[src/rtl/ssm_pkg.sv]
// Types and widths shared by the SSM delta/dA/dBx stages so that the n_idx widths agree.
// The replay FSM state type lives here too, so the stages that follow can decode it.
package ssm_pkg;

  localparam int DW      = 16;
  localparam int N_STATE = 128;

  typedef logic [DW-1:0] fp16_t;

  typedef enum logic {
    IDLE   = 1'b0,
    REPLAY = 1'b1
  } rep_state_t;

  // A single-state dimension still needs a one-bit index port.
  function automatic int idx_w(input int n);
    return (n > 1) ? $clog2(n) : 1;
  endfunction

  localparam int N_IDX_W = idx_w(N_STATE);

endpackage

[src/rtl/delta_fifo.sv]
// Synchronous DEPTH-entry FIFO holding deltas waiting to be replayed.
// Latency: a push is visible at dout on the next cycle; dout shows mem[rd_ptr] even when empty.
// Backpressure: push on full is taken only when a pop happens in the same cycle.
module delta_fifo
  import ssm_pkg::*;
#(
  parameter int  DW    = ssm_pkg::DW,
  parameter int  DEPTH = 4,
  localparam int AW    = $clog2(DEPTH),
  localparam int CW    = AW + 1
) (
  input  logic          clk,
  input  logic          rstn,
  input  logic          push,
  input  logic          pop,
  input  logic [DW-1:0] din,
  output logic [DW-1:0] dout,
  output logic [CW-1:0] count,
  output logic          full,
  output logic          empty
);

  logic [DW-1:0] mem [DEPTH];
  logic [AW-1:0] wr_ptr;
  logic [AW-1:0] rd_ptr;
  logic          do_pop;
  logic          do_push;

  assign empty   = (count == '0);
  assign full    = (count == CW'(DEPTH));
  assign do_pop  = pop & ~empty;
  assign do_push = push & (~full | do_pop);
  assign dout    = mem[rd_ptr];

  // DEPTH is a power of two, so the pointers wrap by plain overflow.
  always_ff @(posedge clk or negedge rstn) begin
    if (!rstn) begin
      wr_ptr <= '0;
      rd_ptr <= '0;
      count  <= '0;
      for (int i = 0; i < DEPTH; i++) begin
        mem[i] <= '0;
      end
    end else begin
      if (do_push) begin
        mem[wr_ptr] <= din;
        wr_ptr      <= wr_ptr + 1'b1;
      end
      if (do_pop) begin
        rd_ptr <= rd_ptr + 1'b1;
      end
      case ({do_push, do_pop})
        2'b10:   count <= count + 1'b1;
        2'b01:   count <= count - 1'b1;
        default: count <= count;
      endcase
    end
  end

endmodule

[src/rtl/delta_bcast.sv]
// Buffers one delta per head and replays it N times tagged with n_idx; DELTA_BCAST_STALL_CNT_EN adds stall_cnt_o.
// Latency: one cycle from valid_i into an empty FIFO to valid_o; no combinational input-to-output path.
// Backpressure: ready_i stalls the replay; upstream has no ready, so a push into a full FIFO is dropped and flagged.
module delta_bcast
  import ssm_pkg::*;
#(
  parameter int  DW    = ssm_pkg::DW,
  parameter int  N     = ssm_pkg::N_STATE,
  parameter int  DEPTH = 4,
  localparam int IW    = idx_w(N)
) (
  input  logic          clk,
  input  logic          rstn,
  input  logic          valid_i,
  input  logic [DW-1:0] delta_i,
  input  logic          ready_i,
  output logic          valid_o,
  output logic [DW-1:0] delta_o,
  output logic [IW-1:0] n_idx_o,
  output logic          last_o,
  output logic          overflow_o
`ifdef DELTA_BCAST_STALL_CNT_EN
  ,
  output logic [31:0]   stall_cnt_o
`endif
);

  localparam int            CW     = $clog2(DEPTH) + 1;
  localparam logic [IW-1:0] N_LAST = IW'(N - 1);

  rep_state_t    state;
  logic [IW-1:0] n;
  logic          xfer;
  logic          push;
  logic          pop;
  logic          drop;
  logic          full;
  logic          empty;
  logic [CW-1:0] count;
  logic [CW-1:0] count_nxt;
  logic [DW-1:0] head;

  assign valid_o   = (state == REPLAY);
  assign n_idx_o   = n;
  assign last_o    = valid_o & (n == N_LAST);
  assign delta_o   = empty ? '0 : head;

  assign xfer      = valid_o & ready_i;
  assign pop       = xfer & (n == N_LAST);
  assign push      = valid_i & (~full | pop);
  assign drop      = valid_i & full & ~pop;
  assign count_nxt = count + CW'(push) - CW'(pop);

  delta_fifo #(
    .DW    (DW),
    .DEPTH (DEPTH)
  ) u_fifo (
    .clk   (clk),
    .rstn  (rstn),
    .push  (push),
    .pop   (pop),
    .din   (delta_i),
    .dout  (head),
    .count (count),
    .full  (full),
    .empty (empty)
  );

  // State tracks the FIFO occupancy one edge ahead so valid_o comes straight from a flop.
  always_ff @(posedge clk or negedge rstn) begin
    if (!rstn) begin
      state      <= IDLE;
      n          <= '0;
      overflow_o <= 1'b0;
    end else begin
      state <= (count_nxt != '0) ? REPLAY : IDLE;
      if (pop) begin
        n <= '0;
      end else if (xfer) begin
        n <= n + 1'b1;
      end
      if (drop) begin
        overflow_o <= 1'b1;
      end
    end
  end

`ifdef DELTA_BCAST_STALL_CNT_EN
  always_ff @(posedge clk or negedge rstn) begin
    if (!rstn) begin
      stall_cnt_o <= '0;
    end else if (valid_o && !ready_i && !(&stall_cnt_o)) begin
      stall_cnt_o <= stall_cnt_o + 32'd1;
    end
  end
`endif

endmodule
[config.mk]
export PLATFORM = sky130hd
export DESIGN_NAME = delta_bcast
export DESIGN_NICKNAME = d
export VERILOG_FILES = /design/src/rtl/ssm_pkg.sv /design/src/rtl/delta_fifo.sv /design/src/rtl/delta_bcast.sv
export SDC_FILE = /design/constraint.sdc
export NUM_CORES = 1
export LEC_CHECK = 0
export CAP_MARGIN = 10
export CORE_MARGIN = 8
export CORE_UTILIZATION = 59
export CTS_CLUSTER_SIZE = 30
export DETAILED_ROUTE_END_ITERATION = 16
export GPL_ROUTABILITY_DRIVEN = 0
export PLACE_DENSITY = 0.81
export SLEW_MARGIN = 20
export SYNTH_ARGS = -nofsm -noshare
export SYNTH_HDL_FRONTEND = slang
export SYNTH_SLANG_ARGS = --single-unit
[constraint.sdc]
create_clock -name clk -period 3.4 [get_ports clk]
set_input_delay 0.34 -clock clk [delete_from_list [all_inputs] [get_ports clk]]
set_output_delay 0.34 -clock clk [all_outputs]
set_load 0.01 [all_outputs]
==> impl_results.md, run 1 <==
- Crit path cell chain: ha_1 > nand4_2 > o211a_2 > nand2b_1 > ha_1 > inv_1 > fa_1 > xor2_1 > nor2_1 > xor2_1
- Crit path largest cell delay: 0.45 ns
- DR vias/cell: 7.08
- Initial Util: 60.5%
- I/O pins: 46
- Root buffer cell: clkbuf_8
- Width of the chip: 111 um
- Sequential area share after synthesis: 37.9%
- CTS resizes: 0
- Slowest cell on the critical path: o211a_2
- Clock sinks: 80
- Yosys reg bits: 80
- Critical path's top delay family: adder cells
- Vias in the first global route: 4509
- Cts-stage hold buffer count: 0
- Largest net degree at the start of global routing: 81
- Drt wl/cell: 22.8 um
- Worst R2R Start: n_idx_o[0]
- Reg2reg setup slack: 0.62 ns
- Die area: 0.0122 mm^2
- Initial DRC Count: 415
- Core Region: 0.00872 mm^2
- DR DRC count: 0
- Skew-Pair Late Insertion Delay: 0.36 ns
- Crit path kind: reg2reg
- Clock skew: 0.0149 ns
- CP arrival: 2.99 ns
- Tcrit/Tclk final: 81.8%
- Number of port buffers: 45
- Min Tclk post-route: 2.78 ns
- Clk slew on worst S/H paths: 0.09 ns
- Post-route ant nets: 0
- Fill count: 646
- Total negative slack: 0 ns
- Distinct cells, synth: 35
- First-pass GRT wire length: 23.8 mm
- GRT Total Usage: 23.0%
- Max clock buf depth: 2
- Post-CTS Setup Inserts: 0
- Final hold vios: 1
- Outcome: finished with violations
- Dpl cells: 615
- Met3 GRT Util: 3.95%
- Synthesized area per cell: 10.3 um^2
- Ant diodes: 0
- Post-DP HPWL: 8.31 mm
- Synth Instances: 511
- Non-filler cells, final: 631
- Reg-to-Reg End: u_fifo.count[2]
- Critical path endpoint category: flop
- GR Layer Usage met1: 30.3%
- Max FO, Critical Path: 17
- Die height: 111 um
- Via Count: 4469
- HP Class: in2async
- Area Overhead vs Synth: 12.2%
- Hold WS: -0.00493 ns
- Violated checks: negative hold slack
- R2R depth: 10
- Final wirelength: 14.4 mm
- Met2 GRT Util: 36.3%
- Leakage power: 2.21 nW
- Synthesized cell area: 0.00528 mm^2
- Startpoint Class: flop
- Most Crowded Layer GR: met2
- Worst EP required: 3.61 ns
- CTS tree: built
- FMAX: 360 MHz
- Worst-Margin Slew: 0.849 ns
- Drt pass-1 iters: 5
- Yosys warning total: 0
- Buf/Inv on CP: 1
- Max Cap Viol: 0
- Final setup fails: 0
- Fin. max-slew vios: 0
- PD cells: 917 mW/mm^2
- Pwr Total: 5.43 mW
- CTS Buf Count: 9
- Site Rows: 34
- Initial antenna violation count: 0
- H-tree depth: 3
- Final Net Count: 547
- Syn nets: 540
- Maximum VDD drop: 0.000450 V
- Layout cells sized above 1: 24.9%
- Slew margin rel.: 43.4%
- GRT overflow: 0
- RSZ-0062 raised after global routing: false
-- cells in the mapped netlist, drive strengths merged --
master,instances,area share (%)
nand4,3,0.47
nor2,4,0.28
and2,5,0.59
nor4b,1,0.17
o2111ai,66,11
xor2,5,0.83
xnor2,5,0.83
clkbuf,50,3.6
mux2i,1,0.19
ha,7,1.7
a31oi,1,0.12
a21o,2,0.28
or3,1,0.12
nand2b,3,0.36
buf,17,2.0
nor4,1,0.12
nor3,3,0.28
a41oi,1,0.17
dfrtp,80,38
nor2b,8,0.95
and2b,9,1.3
a21bo,64,12
o21ai,6,0.57
mux4,16,6.8
nand3,3,0.28
nand2,73,5.2
a211o,1,0.17
o211a,1,0.19
inv,6,0.43
o211ai,66,10
fa,2,0.76
-- cell type report --
type                            count  area [um^2]  share of cell area, %
Clock buffer                       12          155                   2.62
Clock inverter                      4         52.6                  0.887
Inverter                            6         22.5                  0.380
Multi-Input combinational cell    358         2970                   50.2
Sequential cell                    80         2000                   33.8
Tap cell                          108          135                   2.28
Timing Repair Buffer               63          582                   9.82
-- metal layers --
metal / vias to the layer above / share of wire, %
met5: - / 0
met4: 0 / 2.2
met3: 34 / 7.6
met2: 223 / 49
met1: 2241 / 41
li1: 1971 / -
-- cells in the final DEF, fill, tap and decap left out, drive strengths merged, types with 4 or more instances in the layout --
master / n
nand2: 73
o21ai: 6
and2b: 9
mux4: 16
xnor2: 5
dfrtp: 80
xor2: 5
o211ai: 66
clkbuf: 12
buf: 20
nor2: 4
inv: 6
ha: 7
and2: 5
clkdlybuf4s50: 43
a21bo: 64
nor2b: 8
o2111ai: 66
-- power breakdown --
group / internal, mW / switching (mW) / total, mW
Clock: 0.380 / 0.362 / 0.742
Sequential: 1.43 / 0.385 / 1.82
Combinational: 1.46 / 1.41 / 2.87
Total: 3.27 / 2.16 / 5.43
-- sequential cells by signal, summed over array words and instances (netlist names) --
name	count
overflow_o	1
valid_o	1
u_fifo.wr_ptr	2
n_idx_o	7
u_fifo.count	3
u_fifo.rd_ptr	2
u_fifo.mem	64
-- worst max path at each step --
| stage | endpoint | startpoint | cells after the start |
|---|---|---|---|
| 2_1_floorplan | valid_o | n_idx_o[0] | 10 |
| 3_3_place_gp | u_fifo.count[2] | ready_i | 10 |
| 3_5_place_dp | u_fifo.count[2] | ready_i | 10 |
| 4_1_cts | u_fifo.count[2] | n_idx_o[0] | 10 |
| 5_1_grt | u_fifo.count[2] | n_idx_o[0] | 10 |
| 6_report | u_fifo.count[2] | n_idx_o[0] | 10 |
-- logic make-up after synthesis --
kind of cell | after synthesis | share of synthesized area, %
multiplexers | 17 | 7.01
AND/OR/NAND/NOR | 114 | 10.1
AO/OA/AOI/OAI | 208 | 34.9
buffers and inverters | 73 | 6.00
adder cells (fa/ha/maj) | 9 | 2.42
XOR/XNOR | 10 | 1.66
flip-flops | 80 | 37.9
-- metrics by stage --
stage | setup slack [ns] | area (um^2) | util (%)
floorplan | 0.997 | 5280 | -
global placement | 0.593 | 5710 | 65.5
detailed placement | 0.512 | 5710 | 65.5
CTS | 0.656 | 5920 | 67.9
global route | 0.400 | 5920 | 67.9
finish | 0.620 | 5920 | 67.9
Note: power is estimated with default switching activity, not from simulation.
==> run 2, diff against run 1 <==
==> constraint.sdc (replaced) <==
create_clock -name clk -period 2.7 [get_ports clk]
set_input_delay 0.27 -clock clk [delete_from_list [all_inputs] [get_ports clk]]
set_output_delay 0.27 -clock clk [all_outputs]
set_load 0.01 [all_outputs]
==> impl_results.md, run 2 (synthesis results as in run 1) <==
- Outcome: finished clean
- Min Tclk post-route: 2.51 ns
- PD cells: 1160 mW/mm^2
- Crit path kind: reg2out
- Vias in the first global route: 4572
- Max clock buf depth: 2
- DR DRC count: 0
- Via Count: 4467
- Clock Power Share: 14.5%
- Most frequent cells in the layout: dfrtp_1, nand2_1, o2111ai_1, a21bo_2, o211ai_1
- Top reg by flops: u_fifo.mem
- Die height: 111 um
- Sw frac: 39.3%
- Clock skew: 0.0152 ns
- Width of the chip: 111 um
- Util after Layout: 68.6%
- CTS tree: built
- Fin. max-slew vios: 0
- Total negative slack: 0 ns
- Initial antenna violation count: 0
- Commonest non-fill, non-tap cell in the layout: dfrtp_1
- Net Switching: 2.74 mW
- Clk slew on worst S/H paths: 0.08 ns
- Layout cells sized above 1: 24.8%
- Skew-Pair Late Insertion Delay: 0.36 ns
- Maximum VDD drop: 0.000535 V
- Logic gate share of total power: 52.1%
- HP Class: in2async
- Drt pass-1 iters: 4
- Number of port buffers: 45
- I/O pins: 46
- Clock sinks: 80
- Final hold vios: 0
- Root buffer cell: clkbuf_8
- H-tree depth: 3
- Initial Util: 60.5%
- Drt wl/cell: 22.8 um
- Max Cap Viol: 0
- Core Region: 0.00872 mm^2
- GRT Total Usage: 23.5%
- CP arrival: 2.24 ns
- Tcrit/Tclk final: 93.0%
- Worst EP required: 2.43 ns
- Seq pwr share: 33.4%
- Site Rows: 34
- GRT overflow: 0
- Die area: 0.0122 mm^2
- Critical path endpoint category: output pin
- Post-DP HPWL: 8.28 mm
- Final wirelength: 14.4 mm
- Initial DRC Count: 339
- First-pass GRT wire length: 24.2 mm
- Sequential Area: 0.00200 mm^2
- Fill count: 669
- Ant diodes: 0
- FMAX: 398 MHz
- Post-route ant nets: 0
- Max FO, Critical Path: 11
- Pint: 4.22 mW
- Worst-Margin Slew: 0.858 ns
- Max FFs per register: 64
- DR vias/cell: 7.07
- Multi-input logic area: 0.00297 mm^2
- Area Overhead vs Synth: 13.2%
- Leakage power: 2.25 nW
- CTS Buf Count: 9
- Slew margin rel.: 42.8%
- Largest net degree at the start of global routing: 73
- Final setup fails: 0
- Final Net Count: 549
- Startpoint Class: flop
==> run 2: changes by cell type in the layout (fill, tap and decap cells not counted) <==
cell | previous run | this run
clkinvlp_4 | 3 | 0
buf_12 | 0 | 2
buf_4 | 18 | 17
bufinv_16 | 1 | 2
clkinv_2 | 0 | 1
dlygate4sd3_1 | 0 | 1
==> run 2: what timing repair did <==
action	in CTS	in global routing
buffers inserted	0	0
hold buffers	1	0
endpoints found under the setup margin	0	1
endpoints found under the hold margin	19	0
resized for setup	0	1
==> run 2: layer usage <==
layer | global-route usage [%] | up-vias | wire length (um)
met4 | 7.66 | 0 | 268
li1 | - | 1979 | -
met5 | 0 | - | 0
met1 | 30.7 | 2298 | 6130
met2 | 38.2 | 169 | 7190
met3 | 4.71 | 21 | 851
==> run 2: worst paths after layout <==
| kind | from | end | slack, ns | cells after the start |
|---|---|---|---|---|
| setup / recovery | u_fifo.rd_ptr[1] | delta_o[11] | 0.19 | 4 |
| hold / removal | rstn | u_fifo.mem[23] | 0.34 | 2 |
| setup reg to reg | n_idx_o[0] | valid_o | 0.29 | 10 |
| hold reg to reg | overflow_o | overflow_o | 0.47 | 1 |
| max in group asynchronous | rstn | u_fifo.mem[63] | 1.71 | 3 |
| min in group clk | overflow_o | overflow_o | 0.47 | 1 |
==> run 2: layout make-up <==
cell class,instances,share of cell area [%]
multi-input combinational,358,49.7
sequential,80,33.5
timing repair buffer,65,10.4
clock buffer,12,2.59
tap,108,2.26
clock inverter,3,1.09
inverter,6,0.377
==> run 2: per-stage QoR <==
stage          power, mW  hold slack (ns)  worst slack, ns  instance area (um^2)  instances
2_1_floorplan       4.75          -0.0256            0.297                  5280        511
3_3_place_gp        5.74            0.175            0.301                  5750        616
3_5_place_dp        5.92            0.172            0.218                  5750        616
4_1_cts             6.94            0.344            0.112                  5980        632
5_1_grt             7.37            0.364         -0.00194                  5980        632
6_report            6.96            0.341            0.189                  5980        632
==> run 2: worst max-delay path, stage by stage (launching register included) <==
cell,delay [ns]
dfrtp_1,0.57
buf_4,0.31
mux4_2,0.35
nor2b_1,0.15
clkdlybuf4s50_1,0.51
==> run 2: power groups by stage <==
stage	clock network (mW)	registers (mW)	logic, mW
after floorplan	0	2.16	2.59
after global placement	0	2.25	3.49
after detailed placement	0	2.31	3.61
after CTS	1.01	2.29	3.63
after global routing	1.06	2.39	3.93
final	1.01	2.32	3.63
==> run 3, diff against run 2 <==
--- a/config.mk
+++ b/config.mk
@@ -12,6 +12,7 @@
 export DETAILED_ROUTE_END_ITERATION = 16
 export GPL_ROUTABILITY_DRIVEN = 0
 export PLACE_DENSITY = 0.81
+export REMOVE_ABC_BUFFERS = 1
 export SLEW_MARGIN = 20
 export SYNTH_ARGS = -nofsm -noshare
 export SYNTH_HDL_FRONTEND = slang
==> impl_results.md, run 3 (synthesis results as in run 1) <==
- Net Switching: 2.69 mW
- Crit path cell chain: nand4_1 > buf_6 > nor3_1 > clkdlybuf4s50_1
- Max FFs per register: 64
- Crit path largest cell delay: 0.57 ns
- I/O pins: 46
- Sw frac: 39.0%
- Final Net Count: 553
- DR DRC count: 0
- First-pass GRT wire length: 23.2 mm
- Commonest non-fill, non-tap cell in the layout: dfrtp_1
- Slew margin rel.: 47.7%
- Initial DRC Count: 432
- Fin. max-slew vios: 0
- Die height: 111 um
- Tcrit/Tclk final: 93.7%
- Clock Power Share: 14.3%
- Slowest cell on the critical path: clkdlybuf4s50_1
- FMAX: 395 MHz
- Seq pwr share: 33.4%
- GRT overflow: 0
- Final setup fails: 0
- Die area: 0.0122 mm^2
- Max clock buf depth: 2
- Initial Util: 60.5%
- Worst EP required: 2.43 ns
- Final hold vios: 0
- Outcome: finished clean
- CP arrival: 2.26 ns
- Multi-input logic area: 0.00297 mm^2
- Clock sinks: 80
- Logic gate share of total power: 52.3%
- Critical path's top delay family: buffers and inverters
- Max FO, Critical Path: 51
- Via Count: 4548
- Initial antenna violation count: 0
- Sequential Area: 0.00200 mm^2
- CTS Buf Count: 9
- Pint: 4.21 mW
- Drt pass-1 iters: 5
- DR vias/cell: 7.14
- Ant diodes: 0
- Most frequent cells in the layout: dfrtp_1, nand2_1, o2111ai_1, a21bo_2, o211ai_1
- Number of port buffers: 45
- GRT Total Usage: 22.5%
- Fill count: 665
- Layout cells sized above 1: 25.1%
- Worst-Margin Slew: 0.784 ns
- Max Cap Viol: 0
- Crit path kind: reg2out
- RSZ-0062 raised after global routing: false
- Min Tclk post-route: 2.53 ns
- Skew-Pair Late Insertion Delay: 0.36 ns
- Post-route ant nets: 0
- Core Region: 0.00872 mm^2
- HP Class: in2async
- Total negative slack: 0 ns
- PD cells: 1150 mW/mm^2
- Post-DP HPWL: 8.38 mm
- Vias in the first global route: 4438
- CTS tree: built
- Maximum VDD drop: 0.000538 V
- Site Rows: 34
- Leakage power: 2.26 nW
- Root buffer cell: clkbuf_8
- Buf/Inv on CP: 2
- Area Overhead vs Synth: 13.7%
- Largest net degree at the start of global routing: 67
- Width of the chip: 111 um
- Critical path endpoint category: output pin
- H-tree depth: 3
- Pwr Total: 6.90 mW
- Final wirelength: 14.1 mm
- Top reg by flops: u_fifo.mem
- Clock skew: 0.0102 ns
- Drt wl/cell: 22.2 um
- Clk slew on worst S/H paths: 0.08 ns
- Startpoint Class: flop
[run 3: cell types whose count changed in the layout (fill, tap and decap cells not counted)]
cell      before  now
buf_4         17   21
clkbuf_8      11   10
clkbuf_1       1    3
[run 3: metrics by stage]
step | util [%] | cell area [um^2] | worst slack (ns) | hold WS (ns) | std cells
floorplan | - | 4990 | -2.44 | -0.0256 | 444
global placement | 66.2 | 5780 | 0.282 | 0.249 | 620
detailed placement | 66.2 | 5780 | 0.206 | 0.255 | 620
CTS | 68.8 | 6000 | 0.102 | 0.416 | 637
global route | 68.8 | 6000 | 0.0215 | 0.440 | 637
finish | 68.8 | 6000 | 0.170 | 0.401 | 637
[run 3: final timing paths]
check / from / endpoint / slack [ns] / cells after the start
setup / recovery: n_idx_o[2] / last_o / 0.17 / 4
hold reg to reg: overflow_o / overflow_o / 0.46 / 1
min in group clk: overflow_o / overflow_o / 0.46 / 1
setup reg to reg: n_idx_o[0] / u_fifo.count[2] / 0.30 / 9
hold / removal: rstn / n_idx_o[2] / 0.40 / 2
max in group asynchronous: rstn / u_fifo.wr_ptr[1] / 1.68 / 3
[run 3: final cells by class]
class	instances	area share (%)
inverter	6	0.375
tap	108	2.25
timing repair buffer	69	10.9
clock inverter	3	1.08
sequential	80	33.4
clock buffer	13	2.48
multi-input combinational	358	49.5
[run 3: per-layer routing]
| layer | GRT usage (%) | share of wire (%) |
|---|---|---|
| met1 | 30.3 | 42 |
| met2 | 34.3 | 48 |
| met3 | 4.76 | 7.5 |
| met4 | 9.46 | 2.2 |
| met5 | 0 | 0 |
[run 3: repair_timing]
action,CTS,global route
resized for setup,0,1
hold buffers,1,0
endpoints found under the setup margin,0,1
endpoints found under the hold margin,32,0
buffers inserted,0,0
[run 3: power by group through the flow]
stage / Combinational [mW] / Sequential (mW) / Clock (mW)
4_1_cts: 3.61 / 2.28 / 1.00
3_3_place_gp: 3.49 / 2.25 / 0
3_5_place_dp: 3.60 / 2.30 / 0
2_1_floorplan: 2.31 / 2.26 / 0
6_report: 3.61 / 2.31 / 0.987
5_1_grt: 3.91 / 2.36 / 1.04
